$ cat src/rtl/writeback_arbiter.sv
// Writeback arbiter: pipeline result select plus long-latency result FIFO and pending-destination scoreboard.
// Optional same-cycle bypass of long-latency results into an empty FIFO slot: define WB_BYPASS_EN.
module writeback_arbiter #(
    parameter int XLEN       = 32,
    parameter int FIFO_DEPTH = 4
) (
    input  logic            clk,
    input  logic            rst,
    input  logic            RegWriteW,
    input  logic [4:0]      RdW_in,
    input  logic [1:0]      ResultSrcW,
    input  logic [XLEN-1:0] ALUResultW,
    input  logic [XLEN-1:0] ReadDataW,
    input  logic [XLEN-1:0] PCPlus4W,
    input  logic            lu_issue,
    input  logic [4:0]      lu_issue_rd,
    input  logic            lu_valid,
    input  logic [4:0]      lu_rd,
    input  logic [XLEN-1:0] lu_data,
    output logic            lu_ready,
    output logic            reg_we,
    output logic [4:0]      RdW,
    output logic [XLEN-1:0] rd_wdata,
    output logic [31:0]     pend_mask
);

    localparam int PTR_W = $clog2(FIFO_DEPTH);
    localparam int CNT_W = PTR_W + 1;

    logic [4:0]      fifo_rd_q   [FIFO_DEPTH];
    logic [4:0]      fifo_rd_d   [FIFO_DEPTH];
    logic [XLEN-1:0] fifo_data_q [FIFO_DEPTH];
    logic [XLEN-1:0] fifo_data_d [FIFO_DEPTH];
    logic [PTR_W-1:0] wr_ptr_q, wr_ptr_d;
    logic [PTR_W-1:0] rd_ptr_q, rd_ptr_d;
    logic [CNT_W-1:0] count_q, count_d;
    logic [31:0]      pend_q, pend_d;

    logic            pipe_win_s;
    logic            fifo_empty_s;
    logic            fifo_full_s;
    logic            push_s;
    logic            pop_s;
    logic            bypass_s;
    logic [XLEN-1:0] pipe_data_s;

    // Handshake and arbitration qualifiers
    always_comb begin
        pipe_win_s   = RegWriteW && (RdW_in != 5'd0);
        fifo_empty_s = (count_q == {CNT_W{1'b0}});
        fifo_full_s  = (count_q == CNT_W'(FIFO_DEPTH));
        lu_ready     = !fifo_full_s;
        pop_s        = !rst && !pipe_win_s && !fifo_empty_s;
`ifdef WB_BYPASS_EN
        bypass_s     = !rst && !pipe_win_s && fifo_empty_s && lu_valid && (lu_rd != 5'd0);
`else
        bypass_s     = 1'b0;
`endif
        // x0 results are accepted by the handshake but never stored
        push_s       = lu_valid && !fifo_full_s && (lu_rd != 5'd0) && !bypass_s;
    end

    // Pipeline result select
    always_comb begin
        case (ResultSrcW)
            2'b00:   pipe_data_s = ALUResultW;
            2'b01:   pipe_data_s = ReadDataW;
            2'b10:   pipe_data_s = PCPlus4W;
            default: pipe_data_s = ALUResultW;
        endcase
    end

    // Regfile write port: pipeline first, then FIFO head, then optional bypass
    always_comb begin
        reg_we   = 1'b0;
        RdW      = 5'd0;
        rd_wdata = {XLEN{1'b0}};
        if (rst) begin
            reg_we = 1'b0;
        end else if (pipe_win_s) begin
            reg_we   = 1'b1;
            RdW      = RdW_in;
            rd_wdata = pipe_data_s;
        end else if (pop_s) begin
            reg_we   = 1'b1;
            RdW      = fifo_rd_q[rd_ptr_q];
            rd_wdata = fifo_data_q[rd_ptr_q];
        end else if (bypass_s) begin
            reg_we   = 1'b1;
            RdW      = lu_rd;
            rd_wdata = lu_data;
        end else begin
            reg_we = 1'b0;
        end
    end

    // FIFO and scoreboard next state
    always_comb begin
        fifo_rd_d   = fifo_rd_q;
        fifo_data_d = fifo_data_q;
        wr_ptr_d    = wr_ptr_q;
        rd_ptr_d    = rd_ptr_q;
        count_d     = count_q;
        pend_d      = pend_q;
        if (push_s) begin
            fifo_rd_d[wr_ptr_q]   = lu_rd;
            fifo_data_d[wr_ptr_q] = lu_data;
            wr_ptr_d              = wr_ptr_q + PTR_W'(1);
        end else begin
            wr_ptr_d = wr_ptr_q;
        end
        if (pop_s) begin
            rd_ptr_d                    = rd_ptr_q + PTR_W'(1);
            pend_d[fifo_rd_q[rd_ptr_q]] = 1'b0;
        end else begin
            rd_ptr_d = rd_ptr_q;
        end
        if (bypass_s) begin
            pend_d[lu_rd] = 1'b0;
        end else begin
            pend_d = pend_d;
        end
        case ({push_s, pop_s})
            2'b10:   count_d = count_q + CNT_W'(1);
            2'b01:   count_d = count_q - CNT_W'(1);
            default: count_d = count_q;
        endcase
        // Applied last so a same-cycle issue overrides any clear
        if (lu_issue && (lu_issue_rd != 5'd0)) begin
            pend_d[lu_issue_rd] = 1'b1;
        end else begin
            pend_d = pend_d;
        end
    end

    // State registers with synchronous reset
    always_ff @(posedge clk) begin
        if (rst) begin
            for (int i = 0; i < FIFO_DEPTH; i++) begin
                fifo_rd_q[i]   <= 5'd0;
                fifo_data_q[i] <= {XLEN{1'b0}};
            end
            wr_ptr_q <= {PTR_W{1'b0}};
            rd_ptr_q <= {PTR_W{1'b0}};
            count_q  <= {CNT_W{1'b0}};
            pend_q   <= 32'd0;
        end else begin
            fifo_rd_q   <= fifo_rd_d;
            fifo_data_q <= fifo_data_d;
            wr_ptr_q    <= wr_ptr_d;
            rd_ptr_q    <= rd_ptr_d;
            count_q     <= count_d;
            pend_q      <= pend_d;
        end
    end

    assign pend_mask = pend_q;

endmodule

$ cat config.mk
export PLATFORM = sky130hd
export DESIGN_NAME = writeback_arbiter
export DESIGN_NICKNAME = d
export VERILOG_FILES = /design/src/rtl/writeback_arbiter.sv
export SDC_FILE = /design/constraint.sdc
export NUM_CORES = 1
export LEC_CHECK = 0
export BUFFER_PORTS_ARGS = -buffer_cell sky130_fd_sc_hd__buf_2
export CELL_PAD_IN_SITES_DETAIL_PLACEMENT = 0
export CELL_PAD_IN_SITES_GLOBAL_PLACEMENT = 1
export CORE_UTILIZATION = 35
export DETAILED_ROUTE_END_ITERATION = 8
export HOLD_SLACK_MARGIN = 0.12
export PLACE_DENSITY = 0.7
export SKIP_CTS_REPAIR_TIMING = 1
export SYNTH_ARGS = -nofsm -noshare
export SYNTH_HDL_FRONTEND = slang
export SYNTH_SLANG_ARGS = --single-unit
$ cat constraint.sdc
create_clock -name clk -period 3.36 [get_ports clk]
set_input_delay 0.168 -clock clk [delete_from_list [all_inputs] [get_ports clk]]
set_output_delay 0.168 -clock clk [all_outputs]
set_load 0.02 [all_outputs]
* Yosys cells after proc, flatten, opt, wreduce, memory -nomap -nowiden *
Cells that the tools add are included.

cells by class
  add/subtract/negate cells = 4
  $lt $le $gt $ge = 7
  eq/ne operators = 5
  muxes and demuxes = 29
  bitwise operators = 5
  reduce and logical (&&, ||, !) cells = 18

operators by type and width
  kind                                                                                 count
  32-bit 2-to-1 mux                                                                    8
  128-bit bitwise mux                                                                  1
  32-bit binary-select mux with 2-bit select                                           1
  32-bit demux with 2-bit select                                                       1
  32-bit one-hot mux with 2 select lines                                               1
  32-bit AND                                                                           1
  32-bit NOT                                                                           1
  32-bit bitwise OR                                                                    1
  5-bit 2-to-1 mux                                                                     6
  20-bit bitwise mux                                                                   1
  5-bit nonzero test                                                                   3
  5-bit by 6-bit < comparator with 1-bit output, second input constant                 2
  5-bit binary-select mux with 2-bit select                                            1
  1-bit demux with 5-bit select                                                        2
  5-bit demux with 2-bit select                                                        1
  5-bit by 1-bit greater-or-equal comparator with 1-bit output, second input constant  2
  1-bit logical AND                                                                    9
  3-bit greater-or-equal comparator, second input constant                             2
  2-bit NOT with 3-bit output                                                          2
  3-bit one-hot mux with 2 select lines                                                1
  1-bit 2-to-1 mux                                                                     5
  2-bit by 1-bit adder with 2-bit output, second input constant                        2
  2-bit by 1-bit == test with 1-bit output, second input constant                      2
  2-bit == test, second input constant                                                 2
  7 further kinds                                                                      10

storage, ports and cells
  register bits = 187
  input bits = 150

* Longest topological paths before layout *
Gate-level depths: netlist of the first run.

  depth in word-level cells = 13
  gate-level depth with buffers = 11

* Worst setup path after synthesis of the first run *
Ideal clock, no wire load.

  path type = input to register
  start point = input RdW_in[1]
  end point = register count_q[2]
  data arrival time = 2.530 ns
  data required time = 3.290 ns
  path slack = 0.759 ns
  stages on the path = 11
  buffers on the path = 2
  path through = or4_4 o21a_4 buf_6 clkbuf_1 nor2_1 ha_1 inv_1 fa_1 xor2_1 or3_1 a21oi_1

between the ends
  longest elaborated chain between the ends = 7
  elaborated cells on any way between the ends = 9
  classes of those cells = eq/ne (2); mux (1); reduce/logical (6)

RTL lines
  element                                                                             RTL line  text
  start, declared                                                                     10        input logic [4:0] RdW_in,
  5-bit nonzero test (*)                                                              49        pipe_win_s = RegWriteW && (RdW_in != 5'd0);
  1-bit logical AND (*)                                                               49
  1-bit logical NOT (*)                                                               53        pop_s = !rst && !pipe_win_s && !fifo_empty_s;
  1-bit logical AND (*) (2 in series)                                                 53
  2-bit by 1-bit == test with 1-bit output / 2-bit == test (equally long branches)    123       case ({push_s, pop_s})
  3-bit one-hot mux with 2 select lines / 2-bit nonzero test (equally long branches)  -
  end signal, assigned                                                                145       count_q <= {CNT_W{1'b0}};
  end signal, assigned                                                                152       count_q <= count_d;
  end, declared                                                                       36        logic [CNT_W-1:0] count_q, count_d;

Mark *: on every way between the ends. The rest lies on a longest branch, timed or not.
A chain may end at the register's enable or synchronous reset.

* Final worst setup path of the first run *
  start point = input lu_rd[0]
  end point = register count_q[2]

between the ends
  longest elaborated chain between the ends = 4
  elaborated cells on any way between the ends = 6
  classes of those cells = eq/ne (2); mux (1); reduce/logical (3)

RTL lines
  element                                                                             RTL line  text
  start, declared                                                                     18        input logic [4:0] lu_rd,
  5-bit nonzero test (*)                                                              60        push_s = lu_valid && !fifo_full_s && (lu_rd != 5'd0) && !bypass_s;
  1-bit logical AND (*)                                                               60
  2-bit by 1-bit == test with 1-bit output / 2-bit == test (equally long branches)    123
  3-bit one-hot mux with 2 select lines / 2-bit nonzero test (equally long branches)  -

Marked as above.

==> impl_metrics.json, run 1 <==
{
  "status": "completed",
  "dieArea_sq_um": 27100,
  "fmax_ghz": 0.366,
  "area_delta_synth_final_pct": 24.2,
  "synth_top_family_by_area": "simple AND/OR/NAND/NOR gates",
  "cts-root-buf": "clkbuf_16",
  "synth.avg_cell_area_sq_um": 7.90,
  "cp.required_ns": 3.71,
  "first_global_vias": 7934,
  "clk_pin_slew_ns": 0.08,
  "fin_worst_skew_ns": 0.0159,
  "crit_fanout": 5,
  "place_hpwl_um": 20100,
  "ys_types": 48,
  "startpoint_type": "input port",
  "grt_overflow": 0,
  "post-route-period-util_pct": 81.2,
  "tightest_slew_ns": 1.05,
  "ys_top_cells_by_count": "nand2_1, a21oi_1, dfxtp_1",
  "antenna_found_initial": 3,
  "avgViaCountPerCell": 5.18,
  "slew-limit-headroom_pct": 30.2,
  "drc": 0,
  "wire_per_inst_um": 18.1,
  "finalWeightedCongestion": 0.799,
  "min_path_type": "in2reg",
  "ant_nets": 0,
  "p_per_area_nw_per_um2": 507,
  "synthXorXnorAreaFrac_pct": 0.284,
  "core_sq_um": 26000,
  "synthCells": 1170,
  "final_util_pct": 44.2,
  "cap_viol_max_count": 0,
  "r2r_cells": 8,
  "initial_utilization_pct": 35.6,
  "clk-insertion-delay-late_ns": 0.44,
  "syn_nets": 1328,
  "cts_tree": "yes",
  "yosys_warnings": 0,
  "grt_use_total_pct": 22.3,
  "final_nets": 1523,
  "worstHoldPathCells": 4,
  "htreeDepth": 4,
  "arrival_ns": 3.08,
  "yosys.area.top_type": "dfxtp_1",
  "portBuffers": 220,
  "max-vdd-ir-drop_mv": 0.329,
  "routed_wl_um": 31100,
  "rows": 59,
  "synthFlopType": "dfxtp_1",
  "yosysSeqAreaShare_pct": 40.5,
  "synth.most_common_cell": "nand2_1",
  "synth_simple_gate_area_share_pct": 23.3,
  "grt_max_degree": 211,
  "synth-edff-count": 0,
  "synth_top_area_share_pct": 40.5,
  "synth-compound-area-share_pct": 20.4,
  "grt_pass1_wl_um": 45800,
  "cts.sinks": 187,
  "ioPinCount": 221,
  "synth_fa_ha_area_share_pct": 1.16,
  "period_minus_slack_ns": 2.73,
  "drive_gt1_share_pct": 23.7,
  "p_leak_nw": 4.22,
  "numCtsBuffers": 17,
  "vias": 8895,
  "total_power_mw": 5.82,
  "synth.area.top_cells": "dfxtp_1, nand2_1, a21oi_1, mux4_2, a22oi_1",
  "async_flop_share_pct": 0,
  "endpoint_kind": "flop",
  "setup_tns_ns": 0,
  "drt_pass1_iterations": 5,
  "path_class": "in2reg",
  "drt-initial-drc-count": 791,
  "final-hold-violation-count": 0,
  "rsz0062_at_grt": "no",
  "clock_path_buffers": 2,
  "synth_area_sq_um": 9250,
  "finalMaxSlewViolations": 0,
  "die_x_um": 165,
  "fillers": 2730,
  "die_h_um": 165,
  "synth_mux_area_share_pct": 9.12,
  "ys_ff_latch": 187,
  "finalSetupViolations": 0
}
-- logic make-up (layout without fill, tap and decap cells) --
group	after synthesis	in the layout
simple gates	508	508
fa+ha+maj	8	8
mux	38	38
compound gates	321	321
buf+inv	105	313
flops	187	187
xor+xnor	3	3
other cells	0	4
-- path summary, 6_finish.rpt --
path                       end            from  slack [ns]
setup / recovery    count_q[2]        lu_rd[0]        0.63
setup reg to reg    count_q[2]      count_q[2]        0.71
hold / removal    pend_mask[1]  lu_issue_rd[1]        0.15
hold reg to reg   pend_mask[0]    pend_mask[0]        0.44
-- final cells by class --
type | count | area, sq um | area share (%)
inverter | 10 | 37.5 | 0.327
multi-input combinational | 878 | 5030 | 43.8
clock buffer | 17 | 425 | 3.70
antenna | 4 | 10.0 | 0.0872
sequential | 187 | 3750 | 32.6
tap | 335 | 419 | 3.65
clock inverter | 15 | 209 | 1.82
timing repair buffer | 271 | 1610 | 14.0
-- worst max-delay path: stages --
cell	delay, ns
dlygate4sd3_1	0.53
buf_2	0.15
or4_1	0.57
o211ai_1	0.38
ha_1	0.26
inv_1	0.06
fa_1	0.37
xor2_1	0.15
or3_1	0.30
a21oi_1	0.14
-- where the power goes --
part / internal, mW / switching, mW / leakage (nW)
Combinational: 0.463 / 0.840 / 2.40
Clock: 1.03 / 1.06 / 0.305
Sequential: 2.34 / 0.0841 / 1.52
-- metal layers --
metal	wire length (um)	GRT usage, %	vias up
li1	-	-	4441
met4	578	7.59	0
met5	0	0	-
met2	14400	35.3	253
met1	14500	30.3	4164
met3	1640	3.97	37
-- cell usage in the layout, fill, tap and decap left out, types with 5 or more instances in the layout --
| cell | instances |
|---|---|
| buf_2 | 219 |
| a21oi_1 | 213 |
| dfxtp_1 | 185 |
| nor3b_1 | 9 |
| o21ai_0 | 37 |
| ha_1 | 6 |
| dlygate4sd3_1 | 36 |
| buf_4 | 13 |
| nand2b_1 | 6 |
| mux4_2 | 37 |
| nor3_1 | 15 |
| clkinv_8 | 7 |
| clkbuf_16 | 17 |
| nand2_1 | 373 |
| a211oi_1 | 11 |
| nand3_1 | 39 |
| a22oi_1 | 32 |
| a311oi_1 | 5 |
| nor2_1 | 45 |
| inv_1 | 9 |
-- stage by stage --
stage | cells | cell area, sq um | hold slack (ns) | setup WS [ns]
6_report | 1717 | 11500 | 0.149 | 0.631
4_1_cts | 1677 | 11100 | -0.0347 | 0.653
3_3_place_gp | 1645 | 10500 | 0.431 | 0.663
2_1_floorplan | 1170 | 9250 | 0.304 | 0.759
3_5_place_dp | 1645 | 10500 | 0.434 | 0.639
5_1_grt | 1716 | 11500 | 0.168 | 0.482
-- state kept, by name (all words and copies together) (netlist names) --
register and flops:
fifo_data_q 128, pend_mask 32, fifo_rd_q 20, count_q 3, rd_ptr_q 2, wr_ptr_q 2
No activity file was read; power rests on OpenSTA's default activity.
==> run 2, diff against run 1 <==
--- a/config.mk
+++ b/config.mk
@@ -11,7 +11,7 @@
 export CORE_UTILIZATION = 35
 export DETAILED_ROUTE_END_ITERATION = 8
 export HOLD_SLACK_MARGIN = 0.12
-export PLACE_DENSITY = 0.7
+export PLACE_DENSITY = 0.73
 export SKIP_CTS_REPAIR_TIMING = 1
 export SYNTH_ARGS = -nofsm -noshare
 export SYNTH_HDL_FRONTEND = slang
==> constraint.sdc (replaced) <==
create_clock -name clk -period 2.2 [get_ports clk]
set_input_delay 0.11 -clock clk [delete_from_list [all_inputs] [get_ports clk]]
set_output_delay 0.11 -clock clk [all_outputs]
set_load 0.02 [all_outputs]
==> run 2 against run 1 <==
Wire length up 1.5%. Die area unchanged. Flip-flop and latch count unchanged. Global-route usage down 0.16 points. Count of clock-buffer cells in the layout unchanged. Register-to-register slack worse by 0.63 ns. First-iteration DRC count up 0.76%. The flow now finishes with violations (hold timing, setup timing). Largest power group unchanged.
==> impl_metrics.json, run 2 (same netlist as run 1, synthesis figures left out) <==
{
  "arrival_ns": 2.10,
  "wire_per_inst_um": 17.9,
  "p_seq_share_pct": 40.1,
  "place_hpwl_um": 20600,
  "grt_use_total_pct": 22.1,
  "ioPinCount": 221,
  "cts-root-buf": "clkbuf_16",
  "final_util_pct": 46.3,
  "grt_pass1_wl_um": 45700,
  "clock_path_buffers": 2,
  "total_power_mw": 9.18,
  "r2r_cells": 8,
  "r2r_setup_slack_ns": 0.08,
  "reg2reg_from": "count_q[2]",
  "fin_area_sq_um": 12000,
  "crit_fanout": 9,
  "endpoint_kind": "primary output",
  "worstHoldEndpoint": "count_q[0]",
  "combPwrFrac_pct": 26.0,
  "p_int_mw": 6.11,
  "fin_ws_ns": -0.0108,
  "drive_gt1_share_pct": 26.4,
  "post-route-period-util_pct": 100,
  "tightest_slew_ns": 0.946,
  "vias": 9252,
  "numCtsBuffers": 17,
  "dpl_cell_area_sq_um": 10900,
  "cts_tree": "yes",
  "p_switching_mw": 3.07,
  "area_delta_synth_final_pct": 30.0,
  "final_cell_mix": "nand2_1, buf_2, a21oi_1, dfxtp_1, buf_4",
  "htreeDepth": 4,
  "finalSetupViolations": 1,
  "worstHoldPathCells": 2,
  "dieArea_sq_um": 27100,
  "finalWeightedCongestion": 0.829,
  "routed_wl_um": 31600,
  "p_leak_nw": 4.54,
  "layout_commonest_cell": "nand2_1",
  "clk-insertion-delay-late_ns": 0.44,
  "clk_pin_slew_ns": 0.08,
  "final_nets": 1576,
  "rows": 59,
  "portBuffers": 220,
  "diodes": 0,
  "max-vdd-ir-drop_mv": 0.454,
  "die_h_um": 165,
  "power.clock.fraction_pct": 33.8,
  "p_per_area_nw_per_um2": 763,
  "largest-register": "fifo_data_q",
  "path_class": "reg2out",
  "initial_utilization_pct": 35.6,
  "period_minus_slack_ns": 2.21,
  "core_sq_um": 26000,
  "drc": 0,
  "fin_worst_skew_ns": 0.0137,
  "fmax_ghz": 0.452,
  "status": "finished, violations left",
  "startpoint_type": "flop",
  "min_path_type": "in2reg",
  "cts.sinks": 187,
  "cp.required_ns": 2.09,
  "rsz0062_at_grt": "yes",
  "drt-initial-drc-count": 797,
  "fillers": 2644,
  "dp_cells": 1681,
  "violations": "hold timing, setup timing",
  "finalMaxSlewViolations": 0,
  "die_x_um": 165,
  "whs_ns": -0.0808,
  "drt_pass1_iterations": 6,
  "min_from": "rst",
  "timing.rr.end": "count_q[2]",
  "p_sw_share_pct": 33.4,
  "final-hold-violation-count": 3,
  "ant_nets": 0,
  "antenna_found_initial": 0,
  "final_cell_count_no_fill": 1766,
  "grt_overflow": 0,
  "slew-limit-headroom_pct": 36.9,
  "cap_viol_max_count": 0,
  "first_global_vias": 8116,
  "grt_max_degree": 202,
  "largest_reg_flops": 128,
  "avgViaCountPerCell": 5.24
}
-- run 2: cell type report --
cell class / instances / area [sq um] / area share, %
Inverter: 10 / 37.5 / 0.312
Multi-Input combinational cell: 878 / 5040 / 41.9
Tap cell: 335 / 419 / 3.49
Clock inverter: 15 / 169 / 1.40
Clock buffer: 17 / 425 / 3.54
Timing Repair Buffer: 324 / 2180 / 18.1
Sequential cell: 187 / 3750 / 31.2
-- run 2: worst max path at each step --
stage	startpoint	to	slack, ns
finish	rd_ptr_q[1]	rd_wdata[28]	-0.01
floorplan	RdW_in[1]	count_q[2]	-0.24
global placement	RdW_in[1]	count_q[2]	-0.13
global route	rd_ptr_q[1]	rd_wdata[28]	-0.06
CTS	rd_ptr_q[1]	rd_wdata[19]	-0.33
detailed placement	RdW_in[1]	count_q[2]	-0.16
-- run 2: power groups by stage --
stage | combinational, mW | clock [mW] | sequential (mW)
after floorplan | 1.31 | 0 | 3.74
after global placement | 2.08 | 0 | 3.76
after detailed placement | 2.08 | 0 | 3.77
after CTS | 2.09 | 3.15 | 3.69
after global routing | 2.57 | 3.30 | 3.71
final | 2.39 | 3.11 | 3.68
-- run 2: routing by layer --
metal	routed length [um]	GRT usage [%]	part of all wire, %
met1	13700	29.3	44
met4	395	5.25	1.3
met5	0	0	0
met2	15300	36.6	48
met3	2120	4.62	6.7
-- run 2: worst max-delay path, cell delays in order (launching register included) --
cell     delay [ns]
dfxtp_4        0.44
buf_6          0.17
buf_4          0.12
mux4_2         0.53
nand3_1        0.11
a21oi_1        0.09
buf_4          0.22
-- run 2: per-stage QoR --
stage,TNS (ns),worst slack (ns)
finish,-0.0108,-0.0108
global route,-0.565,-0.0588
CTS,-7.40,-0.330
detailed placement,-0.157,-0.157
global placement,-0.131,-0.131
floorplan,-0.339,-0.240
==> run 3, diff against run 2 <==
--- a/config.mk
+++ b/config.mk
@@ -11,7 +11,7 @@
 export CORE_UTILIZATION = 35
 export DETAILED_ROUTE_END_ITERATION = 8
 export HOLD_SLACK_MARGIN = 0.12
-export PLACE_DENSITY = 0.73
+export PLACE_DENSITY = 0.76
 export SKIP_CTS_REPAIR_TIMING = 1
 export SYNTH_ARGS = -nofsm -noshare
 export SYNTH_HDL_FRONTEND = slang
==> constraint.sdc (replaced) <==
create_clock -name clk -period 1.87 [get_ports clk]
set_input_delay 0.0935 -clock clk [delete_from_list [all_inputs] [get_ports clk]]
set_output_delay 0.0935 -clock clk [all_outputs]
set_load 0.02 [all_outputs]
==> run 3 against run 2 <==
The flow finishes with violations (setup timing). Core utilization is 3.6 points higher. Setup slack got worse by 0.29 ns. Flip-flop and latch count unchanged. Combinational power rose by 33%. Clock power rose by 17%. Cell count increased by 2.2%. Sequential power up 18%. Critical path type unchanged. Largest power group unchanged.
==> impl_metrics.json, run 3 (same netlist as run 1, synthesis figures left out) <==
{
  "p_sw_share_pct": 33.5,
  "largest-register": "fifo_data_q",
  "drc": 0,
  "final-hold-violation-count": 0,
  "cts_tree": "yes",
  "p_per_area_nw_per_um2": 861,
  "slew-limit-headroom_pct": 41.3,
  "min_from": "lu_rd[4]",
  "grt_use_total_pct": 22.2,
  "wire_per_inst_um": 17.5,
  "path_class": "reg2out",
  "p_leak_nw": 4.84,
  "critical-path-top-delay-family": "multiplexers",
  "path_buf_inv": 3,
  "p_switching_mw": 3.74,
  "cpMostUsedCell": "buf_12",
  "avgViaCountPerCell": 5.17,
  "cts.sinks": 187,
  "rsz0062_at_grt": "yes",
  "die_x_um": 165,
  "power.clock.fraction_pct": 32.7,
  "p_int_mw": 7.43,
  "dieArea_sq_um": 27100,
  "cts-root-buf": "clkbuf_16",
  "core_sq_um": 26000,
  "combPwrFrac_pct": 28.6,
  "final_nets": 1614,
  "finalWeightedCongestion": 0.838,
  "clk_pin_slew_ns": 0.07,
  "initial_utilization_pct": 35.6,
  "final_cell_mix": "nand2_1, a21oi_1, buf_2, dfxtp_1, buf_4",
  "clk-insertion-delay-late_ns": 0.45,
  "min_path_type": "in2reg",
  "ant_nets": 0,
  "post-route-period-util_pct": 116,
  "ioPinCount": 221,
  "finalSetupViolations": 60,
  "reg2reg_from": "count_q[1]",
  "drt-initial-drc-count": 688,
  "layout_commonest_cell": "nand2_1",
  "period_minus_slack_ns": 2.17,
  "grt_max_degree": 184,
  "fmax_ghz": 0.462,
  "numCtsBuffers": 17,
  "routed_wl_um": 31600,
  "tightest_slew_ns": 0.881,
  "status": "finished, violations left",
  "place_hpwl_um": 20700,
  "grt_overflow": 0,
  "cp_slowest_cell": "mux4_2",
  "path_cells": "buf_12, buf_12, mux4_2, nand3_1, a21oi_1, buf_2",
  "clock_path_buffers": 2,
  "crit_fanout": 5,
  "cp.required_ns": 1.78,
  "final_util_pct": 49.9,
  "max-vdd-ir-drop_mv": 0.540,
  "drive_gt1_share_pct": 32.6,
  "grt_pass1_wl_um": 45900,
  "die_h_um": 165,
  "whs_ns": 0.136,
  "slowest_delay_ns": 0.54,
  "largest_reg_flops": 128,
  "first_global_vias": 8260,
  "area_delta_synth_final_pct": 40.2,
  "rows": 59,
  "startpoint_type": "flop",
  "vias": 9322,
  "cap_viol_max_count": 0,
  "endpoint_kind": "primary output",
  "htreeDepth": 4,
  "finalMaxSlewViolations": 0,
  "drt_pass1_iterations": 5,
  "violations": "setup timing",
  "fin_worst_skew_ns": 0.0108,
  "arrival_ns": 2.07,
  "crit_path_start": "rd_ptr_q[1]",
  "portBuffers": 220,
  "fin_ws_ns": -0.296,
  "antenna_found_initial": 0,
  "p_seq_share_pct": 38.7,
  "diodes": 0
}
run 3: cell types whose count changed in the layout (fill, tap and decap cells not counted), moves of 9 or more:
cell,previous run,this run
nor3_1,15,6
nand3_1,39,16
buf_6,7,23
buf_4,50,78
nand3_2,0,22
buf_12,12,22
buf_2,216,196
run 3: metrics by stage:
step	cells	setup WS [ns]	TNS (ns)	area (sq um)	power [mW]
after global routing	1804	-0.359	-13.11	13000	11.7
after floorplan	1170	-0.551	-0.962	9280	5.95
after CTS	1733	-0.503	-17.09	11700	10.7
after global placement	1701	-0.433	-5.35	11100	7.00
final	1804	-0.296	-9.91	13000	11.2
after detailed placement	1701	-0.469	-6.67	11100	7.02
run 3: path summary, 6_finish.rpt:
path	endpoint	cells after the start	slack (ns)
setup reg to reg	count_q[2]	8	-0.28
hold reg to reg	fifo_data_q[113]	2	0.45
hold / removal	fifo_rd_q[9]	4	0.14
setup / recovery	rd_wdata[27]	6	-0.30
run 3: tightest hold or removal path, cell delays in order:
cell,delay (ns)
buf_2,0.11
buf_4,0.20
nand2_1,0.07
a21oi_1,0.05
run 3: cell type report:
cell class | count | area (sq um)
Fill cell | 2554 | 13000
Multi-Input combinational cell | 878 | 5400
Sequential cell | 187 | 3750
Timing Repair Buffer | 362 | 2760
Clock buffer | 17 | 425
Tap cell | 335 | 419
Clock inverter | 15 | 178
Inverter | 10 | 37.5
run 3: per-layer routing:
layer / GRT usage (%) / wire [um] / part of all wire [%] / vias up
met1: 29.1 / 13800 / 44 / 4338
met2: 36.7 / 15300 / 48 / 308
li1: - / - / - / 4636
met4: 6.59 / 623 / 2.0 / 0
met5: 0 / 0 / 0 / -
met3: 4.34 / 1900 / 6.0 / 40
run 3: power groups by stage:
| stage | Clock [mW] | Combinational, mW | Sequential (mW) |
|---|---|---|---|
| 2_1_floorplan | 0 | 1.55 | 4.40 |
| 3_3_place_gp | 0 | 2.58 | 4.42 |
| 3_5_place_dp | 0 | 2.60 | 4.42 |
| 4_1_cts | 3.72 | 2.61 | 4.33 |
| 5_1_grt | 3.88 | 3.45 | 4.35 |
| 6_report | 3.65 | 3.19 | 4.33 |
